==> src/rtl/piece_motion_ctrl.sv <==
// piece_motion_ctrl: turns square-level piece commands into pixel offsets
// for one sprite renderer. MOVE slides toward the target once per frame,
// PLACE snaps, CAPTURE hides the sprite, NOP only acknowledges.
//
// state    | meaning
// ---------+-----------------------------------------------------------
// ST_IDLE  | waiting for a command; cmd_ready high
// ST_MOVE  | sliding toward target, one STEP per axis per frame_tick

module piece_motion_ctrl #(
   parameter int SQUARE    = 60,
   parameter int STEP      = 4,
   parameter int INIT_FILE = 0,
   parameter int INIT_RANK = 0
) (
   input  logic       vga_clk,
   input  logic       reset_n,
   input  logic       frame_tick,
   input  logic       cmd_valid,
   output logic       cmd_ready,
   input  logic [1:0] cmd_kind,
   input  logic [2:0] cmd_file,
   input  logic [2:0] cmd_rank,
   output logic [9:0] offsetX,
   output logic [9:0] offsetY,
   output logic       captured,
   output logic       moving,
   output logic       done
);

   localparam logic [9:0]        INIT_X  = 10'(INIT_FILE * SQUARE);
   localparam logic [9:0]        INIT_Y  = 10'(INIT_RANK * SQUARE);
   localparam logic [9:0]        STEP_PX = 10'(STEP);
   localparam logic signed [10:0] STEP_S = 11'(STEP);

   typedef enum logic [1:0] {
      KIND_MOVE    = 2'b00,
      KIND_PLACE   = 2'b01,
      KIND_CAPTURE = 2'b10,
      KIND_NOP     = 2'b11
   } kind_e;

   typedef enum logic {
      ST_IDLE = 1'b0,
      ST_MOVE = 1'b1
   } state_e;

   state_e     state_q;
   logic [9:0] off_x_q, off_y_q;
   logic [9:0] tgt_x_q, tgt_y_q;
   logic       captured_q;
   logic       done_q;

   logic [9:0] off_x_d, off_y_d;
   logic       arrive_d;

   function automatic logic [9:0] sq_to_px(input logic [2:0] idx);
      return 10'(idx) * 10'(SQUARE);
   endfunction

   // Clamp to the target when within one step so an axis never overshoots.
   function automatic logic [9:0] step_axis(input logic [9:0] cur, input logic [9:0] tgt);
      logic signed [10:0] diff;
      diff = $signed({1'b0, tgt}) - $signed({1'b0, cur});
      if ((diff <= STEP_S) && (diff >= -STEP_S)) return tgt;
      else if (diff > 11'sd0)                     return cur + STEP_PX;
      else                                        return cur - STEP_PX;
   endfunction

   // Candidate offsets for the next frame_tick and whether they land on target.
   always_comb begin
      off_x_d  = step_axis(off_x_q, tgt_x_q);
      off_y_d  = step_axis(off_y_q, tgt_y_q);
      arrive_d = (off_x_d == tgt_x_q) && (off_y_d == tgt_y_q);
   end

   // Command FSM with registered offsets, capture flag and done pulse.
   always_ff @(posedge vga_clk or negedge reset_n) begin
      if (!reset_n) begin
         state_q    <= ST_IDLE;
         off_x_q    <= INIT_X;
         off_y_q    <= INIT_Y;
         tgt_x_q    <= INIT_X;
         tgt_y_q    <= INIT_Y;
         captured_q <= 1'b0;
         done_q     <= 1'b0;
      end else begin
         done_q <= 1'b0;
         case (state_q)
            ST_IDLE: begin
               if (cmd_valid) begin
                  case (kind_e'(cmd_kind))
                     KIND_MOVE: begin
                        tgt_x_q <= sq_to_px(cmd_file);
                        tgt_y_q <= sq_to_px(cmd_rank);
                        state_q <= ST_MOVE;
                     end
                     KIND_PLACE: begin
                        tgt_x_q    <= sq_to_px(cmd_file);
                        tgt_y_q    <= sq_to_px(cmd_rank);
                        off_x_q    <= sq_to_px(cmd_file);
                        off_y_q    <= sq_to_px(cmd_rank);
                        captured_q <= 1'b0;
                        done_q     <= 1'b1;
                     end
                     KIND_CAPTURE: begin
                        captured_q <= 1'b1;
                        done_q     <= 1'b1;
                     end
                     default: begin
                        done_q <= 1'b1;
                     end
                  endcase
               end
            end
            ST_MOVE: begin
               if (frame_tick) begin
                  off_x_q <= off_x_d;
                  off_y_q <= off_y_d;
                  if (arrive_d) begin
                     state_q <= ST_IDLE;
                     done_q  <= 1'b1;
                  end
               end
            end
            default: state_q <= ST_IDLE;
         endcase
      end
   end

   assign cmd_ready = (state_q == ST_IDLE);
   assign moving    = (state_q == ST_MOVE);
   assign offsetX   = off_x_q;
   assign offsetY   = off_y_q;
   assign captured  = captured_q;
   assign done      = done_q;

endmodule

==> config.mk <==
export PLATFORM = sky130hd
export DESIGN_NAME = piece_motion_ctrl
export DESIGN_NICKNAME = d
export VERILOG_FILES = /design/src/rtl/piece_motion_ctrl.sv
export SDC_FILE = /design/constraint.sdc
export NUM_CORES = 1
export LEC_CHECK = 0
export CAP_MARGIN = 10
export CORE_MARGIN = 5
export CORE_UTILIZATION = 45
export DETAILED_ROUTE_END_ITERATION = 10
export PLACE_DENSITY = 0.74
export SYNTH_ARGS = -nofsm -noshare
export SYNTH_HDL_FRONTEND = slang
export SYNTH_SLANG_ARGS = --single-unit
==> constraint.sdc <==
create_clock -name vga_clk -period 12.03 [get_ports vga_clk]
set_input_delay 2.406 -clock vga_clk [delete_from_list [all_inputs] [get_ports vga_clk]]
set_output_delay 2.406 -clock vga_clk [all_outputs]
set_load 0.05 [all_outputs]
### Word level (Yosys, flattened, before mapping)

Index checks and enable logic that the tools add are counted.

| operators by class | value |
|---|---|
| add/sub/neg operators | 6 |
| multipliers | 2 |
| divide/modulo/power cells | 0 |
| magnitude comparators | 6 |
| equality and inequality tests | 7 |
| shifts and indexed selects | 0 |
| multiplexer cells | 23 |
| bitwise gates (word level) | 1 |
| reductions and logical operators | 9 |

Operators with widths:

| operator | count |
|---|---|
| 10-bit two-way mux | 10 |
| 10-bit case mux with 2 select lines | 2 |
| 11-bit by 3-bit >= comparator with 1-bit output (second input constant) | 2 |
| 11-bit by 1-bit greater-than comparator with 1-bit output (second input constant) | 2 |
| 11-bit by 4-bit <= comparator with 1-bit output (second input constant) | 2 |
| 9-bit by 10-bit subtractor with 11-bit output | 2 |
| 10-bit by 3-bit adder with 10-bit output (second input constant) | 2 |
| 10-bit by 9-bit == test with 1-bit output | 2 |
| 10-bit by 3-bit subtractor with 10-bit output (second input constant) | 2 |
| 3-bit by 4-bit multiplier with 7-bit output (second input constant) | 2 |
| 3-bit AND reduction | 3 |
| 1-bit two-way mux | 8 |
| 1-bit case mux with 2 select lines | 3 |
| 2-bit != test (second input constant) | 2 |
| 1-bit logical AND | 3 |
| 2-bit by 1-bit == test with 1-bit output (second input constant) | 1 |
| 2-bit == test (second input constant) | 1 |
| 2-bit zero test | 1 |
| 2-bit by 1-bit != test with 1-bit output (second input constant) | 1 |
| 2-bit nonzero test | 1 |
| 2-bit OR reduction | 1 |
| 1-bit inverter | 1 |

| storage, ports and cells | value |
|---|---|
| bits in registers | 37 |
| latch bits | 0 |
| RAM bits | 0 |
| bits in read-only memories | 0 |
| input port bits | 12 |
| output and inout port bits | 24 |
| logic and storage cells | 61 |
| memories kept | 0 |

### Logic depth before layout (Yosys ltp)

| logic depth | value |
|---|---|
| word-level depth | 9 |
| depth in mapped cells | 20 |
| gate-level depth less buffers | 19 |

### Worst setup path before layout

No wires, ideal clock.

| timing | value |
|---|---|
| path type | reg-to-reg |
| start point | reg off_x_q[2] (netlist: offsetX[2]) |
| end point | reg state_q (netlist: moving) |
| library setup time | 123 ps |
| data arrival time | 4991 ps |
| required time | 11907 ps |
| path slack | 6916 ps |
| cell stages (with the launch flop) | 19 |
| path buffers | 1 |
| period minus slack after synthesis | 5114 ps |
| path through | dfrtp_1 -> inv_1 -> ha_1 -> a211o_1 -> a2111oi_0 -> a211oi_1 -> o211a_1 -> a41oi_1 -> nand2_1 -> ha_1 -> clkbuf_1 -> xor2_1 -> mux2_2 -> a2111oi_0 -> o2111ai_1 -> a2111oi_0 -> o211ai_1 -> a2bb2oi_1 -> nor2_1 |

| on the way | value |
|---|---|
| longest elaborated chain between the ends | 9 |
| elaborated cells between the ends (all ways) | 14 |
| classes of those cells | 3 x add/sub; 3 x order compare; 1 x eq/ne; 5 x mux; 2 x reduce/logical |

RTL lines:

| item | line | text |
|---|---|---|
| from (decl) | 49 | `logic [9:0] off_x_q, off_y_q;` |
| from (signal assigned) | 101 | `off_x_q <= sq_to_px(cmd_file);` |
| 9-bit by 10-bit subtractor with 11-bit output | 64 | `diff = $signed({1'b0, tgt}) - $signed({1'b0, cur});` |
| 11-bit by 1-bit greater-than comparator with 1-bit output (tied with other cells) | 66 | `else if (diff > 11'sd0) return cur + STEP_PX;` |
| 10-bit two-way mux or 1-bit logical AND (tied branches) | 66, 65 |  |
| 10-bit two-way mux (*) | 65 | `if ((diff <= STEP_S) && (diff >= -STEP_S)) return tgt;` |
| 10-bit by 9-bit == test with 1-bit output (*) | 74 | `arrive_d = (off_x_d == tgt_x_q) && (off_y_d == tgt_y_q);` |
| 1-bit logical AND (*) | 74 |  |
| 1-bit two-way mux (*) | 120 | `if (arrive_d) begin` |
| 1-bit two-way mux (*) | 117 | `if (frame_tick) begin` |
| 1-bit case mux with 2 select lines (*) | 89 | `case (state_q)` |
| to (signal assigned) | 80 | `state_q <= ST_IDLE;` |
| to (signal assigned) | 121 | `state_q <= ST_IDLE;` |
| to (signal assigned) | 126 | `default: state_q <= ST_IDLE;` |
| to (decl) | 48 | `state_e state_q;` |

Every way passes the cells marked *; elsewhere a longest branch is shown, timed or not.
A chain may end at the register's enable or synchronous reset.

### Final worst setup path

Ends and elaborated chain as after synthesis.

==> parameters.txt <==
Parameter                              Value

Cells and area
  Number of fillers in the final layout    roughly 860
  P&R area growth vs syn    12.80%
  Final standard cell area without fillers    about 4800 um2
  Finished Core Util    about 52%
  Antenna diode instance count    0
  Number of nets in the finished design    604
  Layout cells sized above 1    roughly 4.4%

Routing
  DR pass1 iterations    5
  Initial detailed-routing violation count    337
  Number of vias per cell    6.000
  Wire length after detailed routing    around 11000 um
  Drt drc    0
  Average wire length per cell after detail routing    about 16 um
  ANT nets after route    0
  Via count of the routed design    a little under 4000

Die
  Die Ht    approximately 110 um
  Number of rows in the core area    35
  Initial Util    46.04%
  Overall die area    roughly 11000 um2
  Number of top-level design ports    36
  Area of the core    about 9200 um2
  Chip Width    107 um

CTS
  CTS tree    done
  Clock buffer count from CTS    5
  CTS H-tree depth    2
  Post-CTS resize count    0
  Clock transition at the registers of the reported paths    ~0.080 ns
  Number of clock sinks    37
  Clock latency on the worst-skew pair    0.29 ns
  Buffers inserted by post-CTS timing repair    0
  Buffer depth of the longest clock path    2
  CTS Hold Buffers Added    0
  Root Driver    sky130_fd_sc_hd__clkbuf_8

Synthesis
  Main combinational cell family by area after synthesis    compound AO/OA/AOI/OAI gates
  Xor and xnor area share after synthesis    7.861%
  Largest cells by area after synthesis    sky130_fd_sc_hd__dfrtp_1 22%, sky130_fd_sc_hd__ha_1 13%, sky130_fd_sc_hd__xnor2_1 5.4%
  Warnings, synthesis    0
  Multiplexer share of the synthesized area    4.403%
  Share of synthesized registers carrying an async set or reset    between 90% and 100%
  Number of standard cells after synthesis    roughly 500
  Syn Area/Cell    8.254 um2
  Synthesized area    4234 um2
  Sequential fraction of the synthesis area    approximately 22%
  Syn_nets    around 580
  Simple-Gate Fraction of Synth Area    around 17%
  Fraction of the mapped netlist area in adder cells    between 10% and 20%
  Count of state elements after synthesis    37
  Dominant register cell in the synthesized netlist    sky130_fd_sc_hd__dfrtp_1
  Compound-gate portion of the synthesized area    25.95%
  Unique masters post-synth    between 60 and 70
  Post-synth top area cell    sky130_fd_sc_hd__dfrtp_1
  Commonest cells in the synthesized netlist    48 x sky130_fd_sc_hd__inv_1, 48 x sky130_fd_sc_hd__nand2_1, 45 x sky130_fd_sc_hd__ha_1, 37 x sky130_fd_sc_hd__a21oi_1, 37 x sky130_fd_sc_hd__dfrtp_1
  Fraction of synthesized cell area taken by the top area cell type    between 20% and 30%
  EDFF count, synth    0

Setup path
  Highest fanout seen on the critical path    7
  Worst reg2reg startpoint    offsetX[2]
  Critical path endpoint category    register
  Startpoint kind of the worst setup timing path    register
  WP data arrival    roughly 5.5 ns
  Library cell appearing most often on the critical path    sky130_fd_sc_hd__a2111oi_0
  Startpoint-to-endpoint class of the critical path    reg -> reg
  Slack of the worst reg-to-reg path    between 6 and 7 ns
  Biggest cell delay along the critical path    0.47 ns
  Slowest stage cell, crit path    sky130_fd_sc_hd__ha_1
  Chain of cells forming the critical path    inv_1, ha_1, a211o_1, a2111oi_0, a211oi_1, o211a_1, a41oi_1, nand2_1, ha_1, xor2_1, mux2_2, a2111oi_0, o2111ai_1, a2111oi_0, o211ai_1, a2bb2oi_1, nor2_1
  Reg-to-reg endpoint    moving
  Launch point of the worst path    offsetX[2]
  Count of cells along the worst register-to-register path    17
  Critical Path RT    approximately 12 ns
  Last element of the critical path    moving

Global route
  GRT Resource Usage Total    19.25%
  First-pass GRT wire length    between 15000 and 20000 um
  Number of global-route vias before repair    between 3000 and 4000
  Initial antenna violation count    0
  GRT overflow    0
  Pin count of the biggest net entering global routing    38

Timing
  Slew at the pin closest to its max-slew limit    about 1.1 ns
  Post-layout minimum cycle time    approximately 5.3 ns
  Final setup violation count    0
  Setup repair after global routing missed its margin    no
  Worst hold slack across all endpoints    0.5137 ns
  Max-Slew Margin vs Limit    between 20% and 30%
  Summed negative setup slack over all endpoints    0 ns
  Final hold vios    0
  Layout Skew    between 0.005 and 0.006 ns
  Peak Freq    187.4 MHz
  Max Transition Viols Final    0
  Final Cycle Share    about 44%

Place
  GP Congestion    about 0.94
  Count of buffers inserted at the top-level ports    35
  Detailed placer's ending HPWL    around 8600 um
  Placed Instance Area    4656 um2

Status
  Outcome    finished clean

Hold path
  HP Class    reg -> reg

Flow run
  Number of maximum-capacitance violations    0
==> layer usage <==
metal	up-vias	wire length, um	share of wire, %	track usage (%)
met2	146	5014	47	31.83
met5	-	0	0	0
met1	1849	4885	46	26.15
li1	1892	-	-	-
met3	19	587	5.5	2.288
met4	0	233	2.2	6.301
==> sequential cells by signal (all words and copies together), names as in the netlist <==
name	cells
offsetY	10
tgt_x_q	7
tgt_y_q	7
done	1
captured	1
moving	1
offsetX	10
==> layout by cell type, fill, tap and decap left out, types with 2 or more instances in the layout <==
cell / netlist / routed
sky130_fd_sc_hd__o211ai_1: 5 / 5
sky130_fd_sc_hd__nor3b_1: 5 / 5
sky130_fd_sc_hd__o31ai_1: 3 / 3
sky130_fd_sc_hd__xor2_1: 12 / 12
sky130_fd_sc_hd__or3_1: 8 / 8
sky130_fd_sc_hd__dfrtp_1: 37 / 37
sky130_fd_sc_hd__clkbuf_8: 0 / 6
sky130_fd_sc_hd__a2111oi_0: 4 / 4
sky130_fd_sc_hd__clkdlybuf4s50_1: 0 / 34
sky130_fd_sc_hd__nand2_1: 48 / 48
sky130_fd_sc_hd__o221ai_1: 2 / 2
sky130_fd_sc_hd__nand3_1: 7 / 7
sky130_fd_sc_hd__o21ai_0: 35 / 35
sky130_fd_sc_hd__and3_1: 5 / 5
sky130_fd_sc_hd__ha_1: 45 / 45
sky130_fd_sc_hd__nor4_1: 2 / 2
sky130_fd_sc_hd__mux2_2: 5 / 5
sky130_fd_sc_hd__o21bai_1: 5 / 5
sky130_fd_sc_hd__fa_1: 8 / 8
sky130_fd_sc_hd__a211o_1: 4 / 4
sky130_fd_sc_hd__nand4_1: 3 / 3
sky130_fd_sc_hd__a31oi_1: 3 / 3
sky130_fd_sc_hd__and2_1: 5 / 5
sky130_fd_sc_hd__o21ai_1: 4 / 4
sky130_fd_sc_hd__mux2i_1: 13 / 13
sky130_fd_sc_hd__or2_2: 3 / 3
sky130_fd_sc_hd__nor2b_1: 8 / 8
sky130_fd_sc_hd__nand3b_1: 3 / 3
sky130_fd_sc_hd__a21oi_1: 37 / 37
sky130_fd_sc_hd__a211oi_1: 6 / 6
sky130_fd_sc_hd__nor2_1: 19 / 19
sky130_fd_sc_hd__o22ai_1: 6 / 6
sky130_fd_sc_hd__nand2b_1: 10 / 10
sky130_fd_sc_hd__nor3_1: 10 / 10
sky130_fd_sc_hd__a41oi_1: 2 / 2
sky130_fd_sc_hd__a21o_1: 11 / 11
sky130_fd_sc_hd__inv_1: 48 / 48
sky130_fd_sc_hd__o21a_1: 10 / 10
sky130_fd_sc_hd__xnor2_1: 26 / 26
==> per-stage QoR <==
step                      setup slack, ns  cells
after floorplan                     6.916    513
after global placement              6.900    643
after detailed placement            6.735    643
after CTS                           6.754    651
after global routing                6.224    651
final                               6.695    651
==> cell families (layout without fill, tap and decap cells) <==
logic type	after synthesis	in the layout
AOI/OAI and AO/OA	161	161
and+or+nand+nor	141	141
buffers and inverters	65	92
adders and majority gates	53	53
xor gates and xnor gates	38	38
DFF	37	37
muxes	18	18
==> critical path: cells and delay by family (launching register included) <==
kind,cells,cell delay [ns]
mux,1,0.37
buf+inv,1,0.13
compound gates,10,2.77
fa+ha+maj,2,0.85
simple gates,2,0.36
xor+xnor,1,0.27
flops,1,0.46
==> worst min path at each step <==
stage | startpoint | endpoint | slack, ns | depth (start not counted)
after detailed placement | captured | captured | 0.50 | 1
after CTS | captured | captured | 0.52 | 1
after floorplan | tgt_x_q[3] | tgt_x_q[3] | 0.51 | 2
after global placement | captured | captured | 0.50 | 1
final | captured | captured | 0.51 | 1
after global routing | captured | captured | 0.55 | 1
==> layout make-up <==
cell class              instances  area (um2)  area share (%)
inverters                      48       180.2           3.773
clock buffers                   6       82.58           1.729
well taps                     111       138.9           2.908
flip-flops and latches         37       925.9           19.39
repair buffers                 36       352.8           7.388
clock inverters                 2       37.54          0.7860
multi-input cells             411        3058           64.03
Power is left out: the tool's default activity adds up to more than one toggle a clock period on the data nets, which glitch-free logic cannot reach.
